`src/rtl/rotation_sync.sv`:
```
// rotation_sync: hall-pulse revolution timing for the POV display.
// Optional macro SLICE_OFFSET_EN adds phase_offset.
//
// Ports:
//   clock, reset  - clock, async active-high reset
//   hall_in       - raw hall sensor pulse, asynchronous
//   phase_offset  - slice rotation (only with SLICE_OFFSET_EN)
//   cycle_marker  - display-enable window for current slice
//   slice_idx     - current angular slice
//   locked        - high while in RUN
//   period        - last accepted revolution period (clocks)
//   timeout       - one-cycle pulse on period counter saturation
module rotation_sync #(
  parameter int SLICES     = 64,
  parameter int CNT_W      = 24,
  parameter int DEBOUNCE   = 4,
  parameter int MIN_PERIOD = 1024,
  parameter int DUTY_SHIFT = 1,
  localparam int SW = $clog2(SLICES)
) (
  input  logic             clock,
  input  logic             reset,
  input  logic             hall_in,
`ifdef SLICE_OFFSET_EN
  input  logic [SW-1:0]    phase_offset,
`endif
  output logic             cycle_marker,
  output logic [SW-1:0]    slice_idx,
  output logic             locked,
  output logic [CNT_W-1:0] period,
  output logic             timeout
);

  localparam int DW = $clog2(DEBOUNCE + 1);

  localparam logic [1:0] IDLE    = 2'd0;
  localparam logic [1:0] MEASURE = 2'd1;
  localparam logic [1:0] RUN     = 2'd2;

  logic             s1, s2;
  logic [DW-1:0]    dcnt;
  logic             armed;
  logic [1:0]       state, state_n;
  logic [CNT_W-1:0] pcnt, pcnt_n;
  logic [CNT_W-1:0] scnt, scnt_n;
  logic [CNT_W-1:0] slen, slen_n;
  logic [CNT_W-1:0] per_n;
  logic [SW-1:0]    sidx, sidx_n;
  logic             hold, hold_n;
  logic             to_n;
  logic             cm_n;

  logic             idx;
  logic             pmax;
  logic [CNT_W:0]   mp_w;
  logic [CNT_W-1:0] mp;
  logic [CNT_W-1:0] sl_new;
  logic             long_rev;
  logic             acc;
  logic [SW-1:0]    off;

`ifdef SLICE_OFFSET_EN
  assign off = phase_offset;
`else
  assign off = '0;
`endif

  // dcnt counts earlier consecutive highs, so the
  // DEBOUNCE-th high sample sees dcnt == DEBOUNCE-1.
  assign idx  = s2 && armed && (dcnt == DW'(DEBOUNCE - 1));
  assign pmax = (pcnt == '1);

  // Measured period saturates if the counter is pinned.
  assign mp_w     = {1'b0, pcnt} + 1'b1;
  assign mp       = mp_w[CNT_W] ? '1 : mp_w[CNT_W-1:0];
  assign sl_new   = mp >> SW;
  assign long_rev = (mp >= CNT_W'(MIN_PERIOD));
  assign acc      = long_rev && (sl_new >= CNT_W'(2));

  always_comb begin
    state_n = state;
    pcnt_n  = pcnt;
    scnt_n  = scnt;
    slen_n  = slen;
    per_n   = period;
    sidx_n  = sidx;
    hold_n  = hold;
    to_n    = 1'b0;
    unique case (1'b1)
      (state == IDLE): begin
        pcnt_n = '0;
        if (idx) state_n = MEASURE;
      end
      (state == MEASURE): begin
        pcnt_n = pmax ? pcnt : pcnt + 1'b1;
        if (idx && long_rev) begin
          per_n  = mp;
          pcnt_n = '0;
          if (acc) begin
            slen_n  = sl_new;
            scnt_n  = '0;
            sidx_n  = '0;
            hold_n  = 1'b0;
            state_n = RUN;
          end
        end else if (pmax) begin
          to_n    = 1'b1;
          pcnt_n  = '0;
          state_n = IDLE;
        end
      end
      (state == RUN): begin
        pcnt_n = pmax ? pcnt : pcnt + 1'b1;
        if (scnt == slen - CNT_W'(1)) begin
          scnt_n = '0;
          // Past the last slice: rotor slowed, hold.
          if (sidx == SW'(SLICES - 1)) hold_n = 1'b1;
          else sidx_n = sidx + 1'b1;
        end else begin
          scnt_n = scnt + 1'b1;
        end
        if (idx && long_rev) begin
          per_n  = mp;
          pcnt_n = '0;
          scnt_n = '0;
          sidx_n = '0;
          hold_n = 1'b0;
          if (acc) slen_n = sl_new;
          else state_n = MEASURE;
        end else if (pmax) begin
          to_n    = 1'b1;
          pcnt_n  = '0;
          scnt_n  = '0;
          sidx_n  = '0;
          hold_n  = 1'b0;
          state_n = IDLE;
        end
      end
      default: begin
        state_n = IDLE;
        pcnt_n  = '0;
        scnt_n  = '0;
        sidx_n  = '0;
        hold_n  = 1'b0;
      end
    endcase
    cm_n = (state_n == RUN) && !hold_n &&
           (scnt_n < slen_n - (slen_n >> DUTY_SHIFT));
  end

  always_ff @(posedge clock or posedge reset) begin
    if (reset) begin
      s1    <= 1'b0;
      s2    <= 1'b0;
      dcnt  <= '0;
      armed <= 1'b0;
    end else begin
      s1 <= hall_in;
      s2 <= s1;
      if (!s2) dcnt <= '0;
      else if (dcnt != DW'(DEBOUNCE - 1)) dcnt <= dcnt + 1'b1;
      if (idx) armed <= 1'b0;
      else if (!s2) armed <= 1'b1;
    end
  end

  always_ff @(posedge clock or posedge reset) begin
    if (reset) begin
      state        <= IDLE;
      pcnt         <= '0;
      scnt         <= '0;
      slen         <= '0;
      sidx         <= '0;
      hold         <= 1'b0;
      period       <= '0;
      timeout      <= 1'b0;
      locked       <= 1'b0;
      cycle_marker <= 1'b0;
      slice_idx    <= '0;
    end else begin
      state        <= state_n;
      pcnt         <= pcnt_n;
      scnt         <= scnt_n;
      slen         <= slen_n;
      sidx         <= sidx_n;
      hold         <= hold_n;
      period       <= per_n;
      timeout      <= to_n;
      locked       <= (state_n == RUN);
      cycle_marker <= cm_n;
      slice_idx    <= sidx_n + off;
    end
  end

endmodule

```
`config.mk`:
```
export PLATFORM = sky130hd
export DESIGN_NAME = rotation_sync
export DESIGN_NICKNAME = d
export VERILOG_FILES = /design/src/rtl/rotation_sync.sv
export SDC_FILE = /design/constraint.sdc
export NUM_CORES = 1
export LEC_CHECK = 0
export BUFFER_PORTS_ARGS = -buffer_cell sky130_fd_sc_hd__buf_2
export CORE_ASPECT_RATIO = 1.25
export CORE_MARGIN = 4
export CORE_UTILIZATION = 36
export CTS_CLUSTER_SIZE = 25
export DETAILED_ROUTE_END_ITERATION = 8
export HOLD_SLACK_MARGIN = 0.02
export SYNTH_ARGS = -nofsm -noshare
export SYNTH_HDL_FRONTEND = slang
export SYNTH_SLANG_ARGS = --single-unit
```
`constraint.sdc`:
```
create_clock -name clock -period 7.2 [get_ports clock]
set_input_delay 1.44 -clock clock [delete_from_list [all_inputs] [get_ports clock]]
set_output_delay 1.44 -clock clock [all_outputs]
set_load 0.005 [all_outputs]
```
==> run_results.csv, run 1 <==
group,metric,value,unit
outcome,status,"finished clean",
clock_network,root_buffer,"clkbuf_16",
route,dr.max_layer_used,"met4",
timing,holdWs,0.3628,ns
setup_path,cp_slowest_cell,"maj3_1",
layout,seq_area,0.002854,sq mm
global_routing,grt_use_total,17.11,%
logic_synthesis,yosysUniqueCellTypes,79,
layout,final_cells,1263,
setup_path,worst_setup_path_end_kind,"flop",
timing,skew,0.008690,ns
route,ant_nets,0,
worst_hold_path,hold_path.class,"reg2reg",
setup_path,cp-start-kind,"flop",
die,ios,36,
timing,rsz0062_at_grt,"false",
logic_synthesis,synth_top_cell_by_area,"dfrtp_1",
placed_design,dp_cells,1226,
layout,fin_area,0.009178,sq mm
timing,finalSetupViolations,0,
global_routing,grt_overflow,0,
layout,layout_common_cells,"dfrtp_1 (113), nor2_1 (82), nand2_1 (79)",
route,viasPerCell,5.474,
logic_synthesis,ys_warn_count,0,
logic_synthesis,synthTopCellsByArea,"dfrtp_1 (35%), ha_1 (8.6%), xnor2_1 (4.6%)",
clock_network,numCtsBuffers,17,
pwr,power.density,171.2,mW/mm^2
layout,multi_input_area,0.004881,sq mm
route,dr.pass1.iters,5,
logic_synthesis,synthFlopType,"dfrtp_1",
setup_path,critPathKind,"reg2reg",
timing,fmax,0.1480,GHz
layout,fin_util,42.16,%
die,die_height,175.1,um
logic_synthesis,syn_area,0.008045,sq mm
route,first_iter_violations,453,
logic_synthesis,synth_top_area_share,35.46,%
setup_path,cp_common_cell,"a21o_1",
route,drc,0,
timing,hold_viol,0,
logic_synthesis,syn_avg_cell_area,8.623,sq um
layout,n_antenna_cell,0,
clock_network,max-clock-path-buffers,2,
timing,worstMarginPinSlew,0.9216,ns
timing,period_needed,6.757,ns
route,routed-wl-met3,657,um
layout,final_common_cell,"dfrtp_1",
layout,n_fill_cell,2149,
clock_network,cts_tree,"done",
logic_synthesis,seq_area_frac_synth,35.46,%
timing,relSlewSlack,38.39,%
layout,layout-drive-gt1-share,12.09,%
clock_network,clock_latency,0.43,ns
pwr,leakage,4.402,nW
logic_synthesis,yosys_register_bits,114,
die,die_w,141.7,um
setup_path,crit_buf_inv,1,
timing,slew_viol_final,0,
route,vias,6914,
logic_synthesis,async_flop_share,100.0,%
clock_network,ctsHtreeMaxLevel,4,
timing,finalCritPeriodShare,93.84,%
die,start_util,36.95,%
logic_synthesis,synth_edf_count,0,
setup_path,worstPathArrival,7.10,ns
setup_path,critical_path_required,7.54,ns
layout,fin_nets,1030,
placed_design,placed_cell_area,0.008532,sq mm
route,wl_met1,9365,um
route,wl,20890,um
route,routedWlPerCell,16.54,um
placed_design,gp_congestion,0.9746,
die,core,0.02177,sq mm
pwr,ir_drop,0.1449,mV
clock_network,clk_pin_slew,0.06,ns
route,met2_wirelength,10350,um
clock_network,cts_sinks,114,
global_routing,grt_pass1_wl,34270,um
logic_synthesis,syn_inst,933,
clock_network,cts_hold_buf,0,
layout,syn2layout_area_growth,14.07,%
run,maxCapViolCount,0,
setup_path,crit_family,"compound AO/OA/AOI/OAI gates",
global_routing,grt_pass1_vias,6693,
placed_design,hpwl,16020,um
setup_path,cpPeakStageDelay,0.42,ns
logic_synthesis,synth_fp_nets,992,
setup_path,crit_fanout,21,
global_routing,grt_max_degree,60,
die,rows,60,
global_routing,antenna_found_initial,0,
pwr,finalPower,1.571,mW
placed_design,io_buffers,35,
die,fp.dieArea,0.02482,sq mm
[registers in the layout, indices dropped and copies added (netlist names)]
| register | cells |
|---|---|
| pcnt | 24 |
| period | 24 |
| scnt | 24 |
| slen | 24 |
| sidx | 6 |
| dcnt | 3 |
| state | 2 |
| armed | 1 |
| cycle_marker | 1 |
| hold | 1 |
| locked | 1 |
| s1 | 1 |
| s2 | 1 |
| timeout | 1 |
[final timing paths]
kind	startpoint	endpoint	slack, ns	cells after the start
min in group asynchronous	reset	pcnt[0]$_DFF_PP0_	1.11	2
max in group asynchronous	reset	scnt[22]$_DFF_PP0_	4.86	3
setup reg to reg	pcnt[0]$_DFF_PP0_	cycle_marker$_DFF_PP0_	0.44	31
hold reg to reg	s1$_DFF_PP0_	s2$_DFF_PP0_	0.36	0
setup / recovery	pcnt[0]$_DFF_PP0_	cycle_marker$_DFF_PP0_	0.44	31
hold / removal	s1$_DFF_PP0_	s2$_DFF_PP0_	0.36	0
[synthesized netlist by cell type (22+ instances only)]
cell	instances
dfrtp_1	114
nor2_1	84
nand2_1	79
a21oi_1	58
o21ai_0	56
ha_1	55
inv_1	53
xnor2_1	42
nand3_1	37
xor2_1	29
clkbuf_1	26
nor3_1	22
[power by group]
group	total (mW)	switching, mW	internal [mW]
clock	0.806	0.347	0.459
combinational	0.102	0.0766	0.0256
sequential	0.662	0.0103	0.652
[cell families (layout without fill, tap and decap cells)]
kind of cell | after synthesis | in the layout | synth area share, %
AOI/OAI and AO/OA | 231 | 231 | 18.18
xor gates and xnor gates | 71 | 71 | 7.729
buffers and inverters | 90 | 141 | 4.463
adders and majority gates | 59 | 59 | 9.176
muxes | 7 | 7 | 0.9486
and+or+nand+nor | 361 | 361 | 24.04
DFF | 114 | 114 | 35.46
[metrics by stage]
stage | setup TNS [ns] | setup slack (ns)
6_report | 0 | 0.4433
5_1_grt | 0 | 0.02533
4_1_cts | 0 | 0.07894
3_5_place_dp | -0.06520 | -0.06520
3_3_place_gp | 0 | 0.1456
2_1_floorplan | 0 | 0.4055
[final cells by class]
cell class / count / area share [%]
sequential: 114 / 31.10
clock inverter: 14 / 1.309
tap: 279 / 3.804
inverter: 53 / 2.195
timing repair buffer: 56 / 3.626
multi-input combinational: 729 / 53.18
clock buffer: 18 / 4.785
[routing by layer]
| layer | global-route usage [%] | vias to the layer above |
|---|---|---|
| met3 | 3.504 | 28 |
| met1 | 21.62 | 3312 |
| met2 | 28.94 | 131 |
| met5 | 0 | - |
| met4 | 5.880 | 0 |
| li1 | - | 3443 |
[timing repair]
action / CTS / global route
pin swaps: 0 / 5
endpoints found under the hold margin: 0 / 0
buffers inserted: 0 / 5
resized for setup: 1 / 10
endpoints found under the setup margin: 1 / 1
[worst reg2reg max path, delay by kind of cell, from the launching register on]
kind | cells | cell delay (ns)
AOI/OAI and AO/OA | 17 | 2.92
xor gates and xnor gates | 1 | 0.20
DFF | 1 | 0.40
buffers and inverters | 1 | 0.20
and+or+nand+nor | 8 | 1.69
adders and majority gates | 4 | 1.27
Power figures use the tool's default switching activity.
==> run 2, diff against run 1 <==
--- a/config.mk
+++ b/config.mk
@@ -8,10 +8,11 @@
 export BUFFER_PORTS_ARGS = -buffer_cell sky130_fd_sc_hd__buf_2
 export CORE_ASPECT_RATIO = 1.25
 export CORE_MARGIN = 4
-export CORE_UTILIZATION = 36
+export CORE_UTILIZATION = 57
 export CTS_CLUSTER_SIZE = 25
 export DETAILED_ROUTE_END_ITERATION = 8
 export HOLD_SLACK_MARGIN = 0.02
+export PLACE_DENSITY = 0.78
 export SYNTH_ARGS = -nofsm -noshare
 export SYNTH_HDL_FRONTEND = slang
 export SYNTH_SLANG_ARGS = --single-unit
==> run_results.csv, run 2 (synthesis gave the netlist of run 1 again) <==
group,metric,value,unit
outcome,status,"finished clean",
clock_network,max-clock-path-buffers,2,
route,vias,7310,
route,wl,20780,um
global_routing,grt_pass1_vias,6938,
worst_hold_path,hold_path.class,"reg2reg",
pwr,leakage,4.360,nW
clock_network,numCtsBuffers,17,
layout,syn2layout_area_growth,11.98,%
route,first_iter_violations,486,
setup_path,critPathKind,"reg2reg",
die,die_w,114.3,um
route,ant_nets,0,
run,maxCapViolCount,0,
die,fp.dieArea,0.01609,sq mm
placed_design,io_buffers,35,
timing,slew_viol_final,0,
die,rows,48,
placed_design,hpwl,14950,um
placed_design,gp_congestion,0.9576,
route,viasPerCell,6.345,
pwr,ir_drop,0.2435,mV
setup_path,critical_path_required,7.55,ns
setup_path,crit_fanout,8,
timing,finalCritPeriodShare,96.07,%
global_routing,grt_use_total,26.22,%
layout,layout-drive-gt1-share,11.77,%
setup_path,worst_setup_path_end_kind,"flop",
layout,n_antenna_cell,0,
global_routing,grt_overflow,0,
route,dr.pass1.iters,5,
layout,fin_util,65.22,%
layout,final_cells,1152,
pwr,power.density,172.6,mW/mm^2
setup_path,cp-start-kind,"flop",
timing,setup_ws,0.2828,ns
setup_path,cp_slowest_cell,"dfrtp_1",
clock_network,ctsHtreeMaxLevel,4,
setup_path,cpPeakStageDelay,0.50,ns
timing,finalSetupViolations,0,
die,start_util,58.24,%
timing,finalSetupTns,0,ns
clock_network,clk_pin_slew,0.07,ns
timing,skew,0.01199,ns
clock_network,clock_latency,0.44,ns
pwr,finalPower,1.555,mW
layout,fin_nets,1023,
die,core,0.01381,sq mm
global_routing,grt_max_degree,78,
layout,final_common_cell,"dfrtp_1",
route,routedWlPerCell,18.04,um
route,drc,0,
timing,hold_viol,0,
layout,layout_common_cells,"dfrtp_1 (113), nor2_1 (82), nand2_1 (79)",
placed_design,dp_cells,1117,
die,ios,36,
global_routing,antenna_found_initial,0,
global_routing,grt_pass1_wl,33750,um
timing,period_needed,6.917,ns
timing,fmax,0.1446,GHz
placed_design,place_ws,0.04321,ns
setup_path,cp_common_cell,"a21o_1",
timing,relSlewSlack,31.35,%
clock_network,cts_tree,"done",
clock_network,cts_sinks,114,
timing,worstMarginPinSlew,1.030,ns
setup_path,worstPathArrival,7.26,ns
clock_network,root_buffer,"clkbuf_16",
die,die_height,140.8,um
==> run 2: cell types whose count changed in the layout (fill, tap and decap cells not counted), moves of 2 or more <==
cell,previous run,this run
nor3_2,3,5
buf_4,21,14
nor3_1,21,19
clkinv_4,2,4
==> run 2: routing by layer <==
metal / wire length (um) / part of all wire, % / vias to the layer above / track usage, %
li1: - / - / 3438 / -
met1: 8815 / 42 / 3511 / 32.89
met2: 9864 / 47 / 297 / 43.43
met3: 1249 / 6.0 / 64 / 5.496
met4: 849 / 4.1 / 0 / 11.63
met5: 0 / 0 / - / 0
==> run 2: stage by stage <==
step | hold WS [ns] | area [sq um]
detailed placement | 0.3442 | 8364
floorplan | 0.3312 | 8045
finish | 0.3519 | 9009
CTS | 0.3579 | 8929
global route | 0.3681 | 9009
global placement | 0.3343 | 8364
==> run 2: layout make-up <==
class,count,area (sq um)
multi-input combinational,729,4902
fill,1148,4805
sequential,114,2854
clock buffer,17,425.4
timing repair buffer,49,280.3
tap,175,219.0
inverter,53,201.4
clock inverter,15,126.4
==> run 2: final timing paths <==
path | from | to | slack (ns) | depth (start not counted)
setup reg to reg | pcnt[16]$_DFF_PP0_ | cycle_marker$_DFF_PP0_ | 0.28 | 33
setup / recovery | pcnt[16]$_DFF_PP0_ | cycle_marker$_DFF_PP0_ | 0.28 | 33
max in group asynchronous | reset | scnt[20]$_DFF_PP0_ | 4.79 | 3
hold / removal | s1$_DFF_PP0_ | s2$_DFF_PP0_ | 0.35 | 0
min in group asynchronous | reset | pcnt[7]$_DFF_PP0_ | 1.02 | 2
hold reg to reg | s1$_DFF_PP0_ | s2$_DFF_PP0_ | 0.35 | 0
==> run 2: power breakdown <==
part,total [mW],switching [mW],internal [mW]
sequential,0.662,0.0104,0.652
combinational,0.0995,0.0757,0.0238
clock,0.793,0.345,0.448
total,1.56,0.431,1.12
==> run 2: what timing repair did <==
item,CTS,global route
gates resized for setup,2,12
pin swaps,0,5
endpoints found under the setup margin,1,1
buffers inserted,0,3
hold buffers,0,0
==> run 2: critical path, delay by kind of cell (launching register included) <==
family,cells,cell delay [ns]
AO/OA/AOI/OAI,19,3.36
flip-flops,1,0.50
AND/OR/NAND/NOR,10,2.01
adder cells (fa/ha/maj),2,0.61
buffers and inverters,2,0.35
